File: config.mk
export PLATFORM = sky130hd
export DESIGN_NAME = param_cache
export DESIGN_NICKNAME = d
export VERILOG_FILES = /design/src/rtl/param_cache.sv
export SDC_FILE = /design/constraint.sdc
export NUM_CORES = 1
export LEC_CHECK = 0
export CAP_MARGIN = 30
export CORE_AREA = 2 2 286 232
export DETAILED_ROUTE_END_ITERATION = 10
export DIE_AREA = 0 0 288 234
export PLACE_DENSITY_LB_ADDON = 0.1
export SLEW_MARGIN = 30
export SYNTH_ARGS = -nofsm -noshare
export SYNTH_HDL_FRONTEND = slang
export SYNTH_SLANG_ARGS = --single-unit
File: constraint.sdc
create_clock -name clk -period 13.22 [get_ports clk]
set_input_delay 3.305 -clock clk [delete_from_list [all_inputs] [get_ports clk]]
set_output_delay 3.305 -clock clk [all_outputs]
set_load 0.02 [all_outputs]
File: src/rtl/param_cache.sv
// param_cache: direct-mapped, write-through, no-write-allocate data cache.
// Define CACHE_STATS_EN to add saturating read hit/miss counters.
module param_cache #(
  parameter int ADDR_WIDTH  = 16,
  parameter int DATA_WIDTH  = 32,
  parameter int INDEX_WIDTH = 4
) (
  input  logic                    clk,
  input  logic                    rst_n,
  input  logic                    flush_i,
  input  logic                    in_data_req_i,
  output logic                    in_data_gnt_o,
  output logic                    in_data_rvalid_o,
  input  logic [ADDR_WIDTH-1:0]   in_data_addr_i,
  input  logic                    in_data_we_i,
  input  logic [DATA_WIDTH/8-1:0] in_data_be_i,
  output logic [DATA_WIDTH-1:0]   in_data_rdata_o,
  input  logic [DATA_WIDTH-1:0]   in_data_wdata_i,
  output logic                    out_data_req_o,
  input  logic                    out_data_gnt_i,
  input  logic                    out_data_rvalid_i,
  output logic [ADDR_WIDTH-1:0]   out_data_addr_o,
  output logic                    out_data_we_o,
  output logic [DATA_WIDTH/8-1:0] out_data_be_o,
  input  logic [DATA_WIDTH-1:0]   out_data_rdata_i,
  output logic [DATA_WIDTH-1:0]   out_data_wdata_o
`ifdef CACHE_STATS_EN
  ,
  output logic [31:0]             hit_count_o,
  output logic [31:0]             miss_count_o
`endif
);

  localparam int BE_W   = DATA_WIDTH / 8;
  localparam int OFFSET = $clog2(BE_W);
  localparam int TAG_W  = ADDR_WIDTH - INDEX_WIDTH - OFFSET;
  localparam int LINES  = 1 << INDEX_WIDTH;

  typedef enum logic [2:0] {
    S_IDLE, S_HIT_RSP, S_MEM_REQ, S_MEM_WAIT, S_FLUSH
  } state_t;

  state_t                  r_state;
  logic [ADDR_WIDTH-1:0]   r_addr;
  logic                    r_we;
  logic [BE_W-1:0]         r_be;
  logic [DATA_WIDTH-1:0]   r_wdata;
  logic                    r_flush_pend;
  logic [LINES-1:0]        r_valid;
  logic [DATA_WIDTH-1:0]   r_data [LINES];
  logic [TAG_W-1:0]        r_tag  [LINES];

  logic [INDEX_WIDTH-1:0]  w_in_idx;
  logic [TAG_W-1:0]        w_in_tag;
  logic                    w_in_hit;
  logic [INDEX_WIDTH-1:0]  w_idx;
  logic [TAG_W-1:0]        w_tag;
  logic                    w_hit;
  logic                    w_flush;
  logic                    w_gnt;
  logic                    w_mem_rsp;
  logic                    w_hit_rsp;
  logic [DATA_WIDTH-1:0]   w_merged;

  assign w_in_idx  = in_data_addr_i[OFFSET +: INDEX_WIDTH];
  assign w_in_tag  = in_data_addr_i[ADDR_WIDTH-1 -: TAG_W];
  assign w_in_hit  = r_valid[w_in_idx] && (r_tag[w_in_idx] == w_in_tag);
  assign w_idx     = r_addr[OFFSET +: INDEX_WIDTH];
  assign w_tag     = r_addr[ADDR_WIDTH-1 -: TAG_W];
  assign w_hit     = r_valid[w_idx] && (r_tag[w_idx] == w_tag);
  assign w_flush   = flush_i | r_flush_pend;
  assign w_gnt     = (r_state == S_IDLE) & in_data_req_i & ~w_flush;
  assign w_mem_rsp = (r_state == S_MEM_WAIT) & out_data_rvalid_i;
  assign w_hit_rsp = (r_state == S_HIT_RSP);

  always_comb begin
    w_merged = r_data[w_idx];
    for (int b = 0; b < BE_W; b++)
      if (r_be[b]) w_merged[8*b +: 8] = r_wdata[8*b +: 8];
  end

  assign in_data_gnt_o    = w_gnt;
  assign in_data_rvalid_o = w_hit_rsp | w_mem_rsp;
  assign in_data_rdata_o  = w_hit_rsp ? r_data[w_idx] :
                            (w_mem_rsp & ~r_we) ? out_data_rdata_i : '0;

  // Memory-side fields are gated by req so they idle at zero.
  assign out_data_req_o   = (r_state == S_MEM_REQ);
  assign out_data_addr_o  = out_data_req_o ? r_addr : '0;
  assign out_data_we_o    = out_data_req_o & r_we;
  assign out_data_be_o    = !out_data_req_o ? '0 : (r_we ? r_be : '1);
  assign out_data_wdata_o = (out_data_req_o & r_we) ? r_wdata : '0;

  always_ff @(posedge clk or negedge rst_n) begin
    if (!rst_n) begin
      r_state      <= S_IDLE;
      r_addr       <= '0;
      r_we         <= 1'b0;
      r_be         <= '0;
      r_wdata      <= '0;
      r_flush_pend <= 1'b0;
      r_valid      <= '0;
    end else begin
      unique case (r_state)
        S_IDLE: begin
          if (w_flush) begin
            r_flush_pend <= 1'b0;
            r_state      <= S_FLUSH;
          end else if (in_data_req_i) begin
            r_addr  <= in_data_addr_i;
            r_we    <= in_data_we_i;
            r_be    <= in_data_be_i;
            r_wdata <= in_data_wdata_i;
            r_state <= (!in_data_we_i && w_in_hit) ? S_HIT_RSP : S_MEM_REQ;
          end
        end
        S_HIT_RSP: begin
          if (flush_i) r_flush_pend <= 1'b1;
          r_state <= S_IDLE;
        end
        S_MEM_REQ: begin
          if (flush_i) r_flush_pend <= 1'b1;
          if (out_data_gnt_i) r_state <= S_MEM_WAIT;
        end
        S_MEM_WAIT: begin
          if (flush_i) r_flush_pend <= 1'b1;
          if (out_data_rvalid_i) begin
            if (!r_we) r_valid[w_idx] <= 1'b1;
            r_state <= S_IDLE;
          end
        end
        S_FLUSH: begin
          r_valid <= '0;
          r_state <= S_IDLE;
        end
        default: r_state <= S_IDLE;
      endcase
    end
  end

  always_ff @(posedge clk) begin
    if (w_mem_rsp) begin
      if (!r_we) begin
        r_data[w_idx] <= out_data_rdata_i;
        r_tag[w_idx]  <= w_tag;
      end else if (w_hit) begin
        r_data[w_idx] <= w_merged;
      end
    end
  end

`ifdef CACHE_STATS_EN
  logic [31:0] r_hit_cnt;
  logic [31:0] r_miss_cnt;

  always_ff @(posedge clk or negedge rst_n) begin
    if (!rst_n) begin
      r_hit_cnt  <= '0;
      r_miss_cnt <= '0;
    end else if (w_gnt && !in_data_we_i) begin
      if (w_in_hit) begin
        if (r_hit_cnt != '1) r_hit_cnt <= r_hit_cnt + 32'd1;
      end else begin
        if (r_miss_cnt != '1) r_miss_cnt <= r_miss_cnt + 32'd1;
      end
    end
  end

  assign hit_count_o  = r_hit_cnt;
  assign miss_count_o = r_miss_cnt;
`endif

endmodule
; ---- Yosys cells after proc, flatten, opt, wreduce, memory -nomap -nowiden
; Memories as Yosys holds them, arrays and structs flattened.
; Index checks and enable logic that the tools add are counted.
[totals]
regBits = 73
latchBits = 0
ramBits = 672
rom_bits = 0
output_inout_bits = 88
memories = 2
[op_classes]
add_sub_neg = 0
mul = 0
div = 0
order_cmp = 3
eq_ne = 12
shift = 0
muxes = 36
bitwise_logic = 11
n_reduce_logical = 13
[mem_list]
columns = name, words, width, rd, rd_clocked_by_memory_dff, write_ports, line_no
row1 = r_data, 16, 32, 1, 0, 1, 50  ; logic [DATA_WIDTH-1:0] r_data [LINES];
row2 = r_tag, 16, 10, 2, 0, 1, 51  ; logic [TAG_W-1:0] r_tag [LINES];
[ops]
columns = operator, n
row1 = two-way mux 32 bit, 4
row2 = two-way mux 16 bit, 3
row3 = two-way mux 8 bit, 4
row4 = case mux 16 bit (2 select lines), 1
row5 = == test 10 bit, 2
row6 = bitwise OR 16 bit, 1
row7 = two-way mux 1 bit, 12
row8 = two-way mux 3 bit, 4
row9 = AND reduction 3 bit, 4
row10 = "less-than comparator 4 x 5 -> 1 bit, second input constant", 2
row11 = case mux 3 bit (3 select lines), 1
row12 = binary-select mux 1 bit (select 4 bit), 2
row13 = two-way mux 4 bit, 2
row14 = "== test 3 x 2 -> 1 bit, second input constant", 2
row15 = "!= test 2 bit, second input constant", 3
row16 = bitwise AND 1 bit, 5
row17 = demux 1 bit (select 4 bit), 1
row18 = "greater-or-equal comparator 4 x 1 -> 1 bit, second input constant", 1
row19 = logical AND 1 bit, 4
row20 = "!= test 2 x 1 -> 1 bit, second input constant", 2
row21 = nonzero test 2 bit, 2
row22 = "== test 3 x 1 -> 1 bit, second input constant", 1
row23 = "== test 3 bit, second input constant", 1
row24 = zero test 3 bit, 1
row25 = other kinds (7), 10

; ---- Depth between registers and ports, before layout
[depth]
ltp_word = 8
ltp_mapped = 13
ltp_nobuf = 7

; ---- Worst setup path before layout
; Ideal clock, no wire load.
[synth_timing]
kind = input -> output
startpoint = input out_data_rvalid_i
endpoint = output in_data_rdata_o[10]
arrival_ps = 4460
required_ps = 9915
path_slack_ps = 5455
path_stages = 5
n_path_buf = 2
cell_sequence = and4b_1 -> nor2b_1 -> clkbuf_1 -> clkbuf_1 -> a22o_1
[synth_between]
elab_chain_len = 4
[synth_rtl]
columns = element, line_no
row1 = "start, declared", 21  ; input logic out_data_rvalid_i,
row2 = bitwise AND 1 bit, 73  ; assign w_mem_rsp = (r_state == S_MEM_WAIT) & out_data_rvalid_i;
row3 = bitwise AND 1 bit, 85  ; (w_mem_rsp & ~r_we) ? out_data_rdata_i : '0;
row4 = two-way mux 32 bit, 85
row5 = two-way mux 32 bit, 84  ; assign in_data_rdata_o = w_hit_rsp ? r_data[w_idx] :
row6 = "end, declared", 17  ; output logic [DATA_WIDTH-1:0] in_data_rdata_o,
; No other way between the ends.

; ---- Worst setup path after layout
[layout_timing]
startpoint = input out_data_rvalid_i
endpoint = output in_data_rdata_o[14]
; The elaborated chain is that of the path after synthesis.

==> results.yml <==
pwr:
  clkPwrFrac_pct: 29.9
  switchingPower_mw: 2.19
  power_leakage_nw: 12.5
  p_int_mw: 4.77
  ir_drop_mv: 0.117
  seq_power_share_pct: 42.8
  p_comb_share_pct: 27.3
  p_per_area_mw_per_mm2: 186
  swShare_pct: 31.5
worst_setup_path:
  worstRegToRegCells: 10
  r2r_start: "r_addr[2]$_DFFE_PN0P_"
  setup.worst_path.start_class: "input pin"
  endpoint_kind: "output pin"
  cp.arrival_ns: 5.65
  ff2ff_setup_slack_ns: 8.13
  cpPeakStageDelay_ns: 0.60
  critPathMostFrequentCell: "clkdlybuf4s50_1"
  cp-endpoint: "in_data_rdata_o[14]"
  required_ns: 9.91
  cp_slowest_cell: "clkdlybuf4s50_1"
  worst-setup-path-type: "input pin to output pin"
  worstPathCellList: "clkdlybuf4s50_1 -> and4b_1 -> nor2b_4 -> buf_4 -> a22o_1 -> clkdlybuf4s50_1"
  rr_endpoint: "r_data[8][0]$_DFFE_PP_"
  critPathLaunch: "out_data_rvalid_i"
  crit_fanout: 36
sta:
  finalSetupViolCount: 0
  rsz0062_at_grt: "no"
  finClkSkew_ns: 0.0151
  worst_pin_slew_ns: 1.04
  hold_viol_final: 0
  slew_viol_final: 0
  fin_setup_tns_ns: 0
  period_needed_ns: 8.96
  final.period_utilization_pct: 67.8
  whs_ns: 0.475
  fmax_ghz: 0.112
  max-slew-margin-rel_pct: 30.8
clocking:
  clk_latency_ns: 0.63
  cts_buffers: 75
  cts_sinks: 745
  cts_setup_buffers: 0
  ctsHoldBuffers: 0
  cts_max_level: 3
  cts_tree: "built"
  clockRootBuffer: "clkbuf_16"
  clk_pin_slew_ns: 0.06
  cts-resized-gates: 0
  cts_max_path_buffers: 3
finish:
  antenna_cells: 0
  nFillCells: 4952
  fin_nets: 2033
  finalNonFillerCells: 2863
  area_delta_synth_final_pct: 16.8
  drive_above_1_share_pct: 23.9
job:
  maxCapViolCount: 0
logic_synthesis:
  ys_top_cells_by_count: "edfxtp_1 (672), nand2_1 (270), mux4_2 (232), dfrtp_1 (73), mux2i_1 (62)"
  synthArstFlopShare_pct: 9.80
  syn_inst: 1754
  synth_warnings: 0
  synth-edff-count: 672
  syn_avg_cell_area_um2: 18.3
  synth.most_common_cell: "edfxtp_1"
  ys_ff_latch: 745
  synth_top_area_share_pct: 63.0
  syn_nets: 1845
  syn_area_mm2: 0.0320
  synth_area_leaders: "edfxtp_1 (63%), mux4_2 (16%), dfrtp_1 (5.7%), nand2_1 (3.2%), mux2i_1 (1.9%)"
  yosys.area.top_type: "edfxtp_1"
  ys_seq_area_share_pct: 68.7
  synth.distinct_cells: 62
  synth_top_flop_cell: "edfxtp_1"
drt:
  routed_via_density: 6.17
  route.detailed.drc: 0
  drtIter0Drc: 1842
  first_pass_iters: 5
  routed-via-count: 17700
  avgRoutedWirePerCell_um: 29.2
  wl_um: 83700
  ant_nets: 0
place:
  place_congestion: 0.831
  port-buffer-count: 178
  hpwl_um: 47700
  dp.cells: 2721
floorplanning:
  die_y_um: 234
  die_w_um: 288
  ios: 179
  core_area_mm2: 0.0647
  rows: 84
  die-area_mm2: 0.0674
  start_util_pct: 49.5
global_routing:
  grt_start_max_net_pins: 107
  grt_util_all_layers_pct: 25.2
  grt-ovfl-total: 0
  first_global_vias: 17600
  grt_pass1_wl_um: 121000
  antenna_found_initial: 1
min_path:
  hold_path_class: "register to register"
  min_path_cells: 2
outcome:
  outcome: "finished, final reports clean"
## area by class of cell
class                           instances  area [um2]  area share (%)
Inverter                               17        63.8           0.171
Tap cell                              860        1080            2.88
Timing Repair Buffer                  223        2210            5.92
Multi-Input combinational cell        880        9610            25.7
Clock inverter                         33         289           0.773
Clock buffer                          105        2110            5.65
Sequential cell                       745       22000            58.9
## state kept, by name, summed over array words and instances (netlist names)
register and count:
r_addr 16, r_be 4, r_data 512, r_flush_pend 1, r_state 3, r_tag 160, r_valid 16, r_wdata 32
r_we 1
## worst min-delay path by stage
stage | start | end | slack (ns)
floorplan | r_addr[0]$_DFFE_PN0P_ | r_addr[0]$_DFFE_PN0P_ | 0.44
global placement | r_addr[0]$_DFFE_PN0P_ | r_addr[0]$_DFFE_PN0P_ | 0.45
detailed placement | r_addr[0]$_DFFE_PN0P_ | r_addr[0]$_DFFE_PN0P_ | 0.46
CTS | r_addr[0]$_DFFE_PN0P_ | r_addr[0]$_DFFE_PN0P_ | 0.48
global route | r_addr[1]$_DFFE_PN0P_ | r_addr[1]$_DFFE_PN0P_ | 0.51
finish | r_addr[0]$_DFFE_PN0P_ | r_addr[0]$_DFFE_PN0P_ | 0.47
## logic make-up after synthesis
| family | after synthesis | share of synthesized area (%) |
|---|---|---|
| and+or+nand+nor | 395 | 5.35 |
| AOI/OAI and AO/OA | 132 | 3.13 |
| buffers and inverters | 129 | 2.25 |
| muxes | 333 | 20.0 |
| DFF | 745 | 68.7 |
| xor gates and xnor gates | 20 | 0.547 |
## critical path, delay by kind of cell
| family | cells | cell delay [ns] |
|---|---|---|
| AND/OR/NAND/NOR | 2 | 0.41 |
| AO/OA/AOI/OAI | 1 | 0.26 |
| buffers and inverters | 3 | 1.65 |
## power by group through the flow
stage	registers (mW)	logic (mW)	clock network [mW]
after CTS	2.97	1.90	2.11
after global routing	3.00	2.04	2.19
after detailed placement	3.02	1.89	0
after floorplan	2.84	1.45	0
final	2.98	1.90	2.08
after global placement	3.01	1.88	0
## layout by cell type, fill, tap and decap left out, types with 11 or more instances in the layout
cell | netlist | layout
nor2b_1 | 12 | 11
dfrtp_1 | 73 | 68
nand2_1 | 270 | 270
a22oi_1 | 13 | 13
a22o_1 | 33 | 33
mux2_4 | 30 | 30
clkinv_1 | 5 | 15
mux4_2 | 232 | 232
and3_1 | 33 | 33
and2_1 | 16 | 16
buf_4 | 4 | 35
o21ai_0 | 15 | 15
edfxtp_1 | 672 | 672
mux2i_1 | 62 | 62
clkbuf_1 | 57 | 20
clkdlybuf4s50_1 | 0 | 174
nor2_1 | 30 | 18
clkbuf_16 | 0 | 77
o21a_1 | 16 | 16
xnor2_1 | 15 | 15
## stage by stage
| stage | power [mW] | area, um2 | setup WS (ns) | utilization, % |
|---|---|---|---|---|
| finish | 6.96 | 37400 | 4.26 | 57.7 |
| CTS | 6.99 | 37300 | 4.28 | 57.6 |
| global route | 7.23 | 37400 | 4.16 | 57.7 |
| floorplan | 4.29 | 32000 | 5.46 | - |
| global placement | 4.90 | 34800 | 4.31 | 53.7 |
| detailed placement | 4.92 | 34900 | 4.28 | 53.9 |
## routing by layer
layer  GRT usage, %  up-vias  routed length, um  share of wire [%]
li1               -     7408                  -                  -
met5              0        -                  0                  0
met1           38.0     9450              36700                 44
met3           4.82      111               6570                7.8
met4           6.01        0               1580                1.9
met2           38.5      710              38800                 46
No activity file was read; power rests on OpenSTA's default activity.
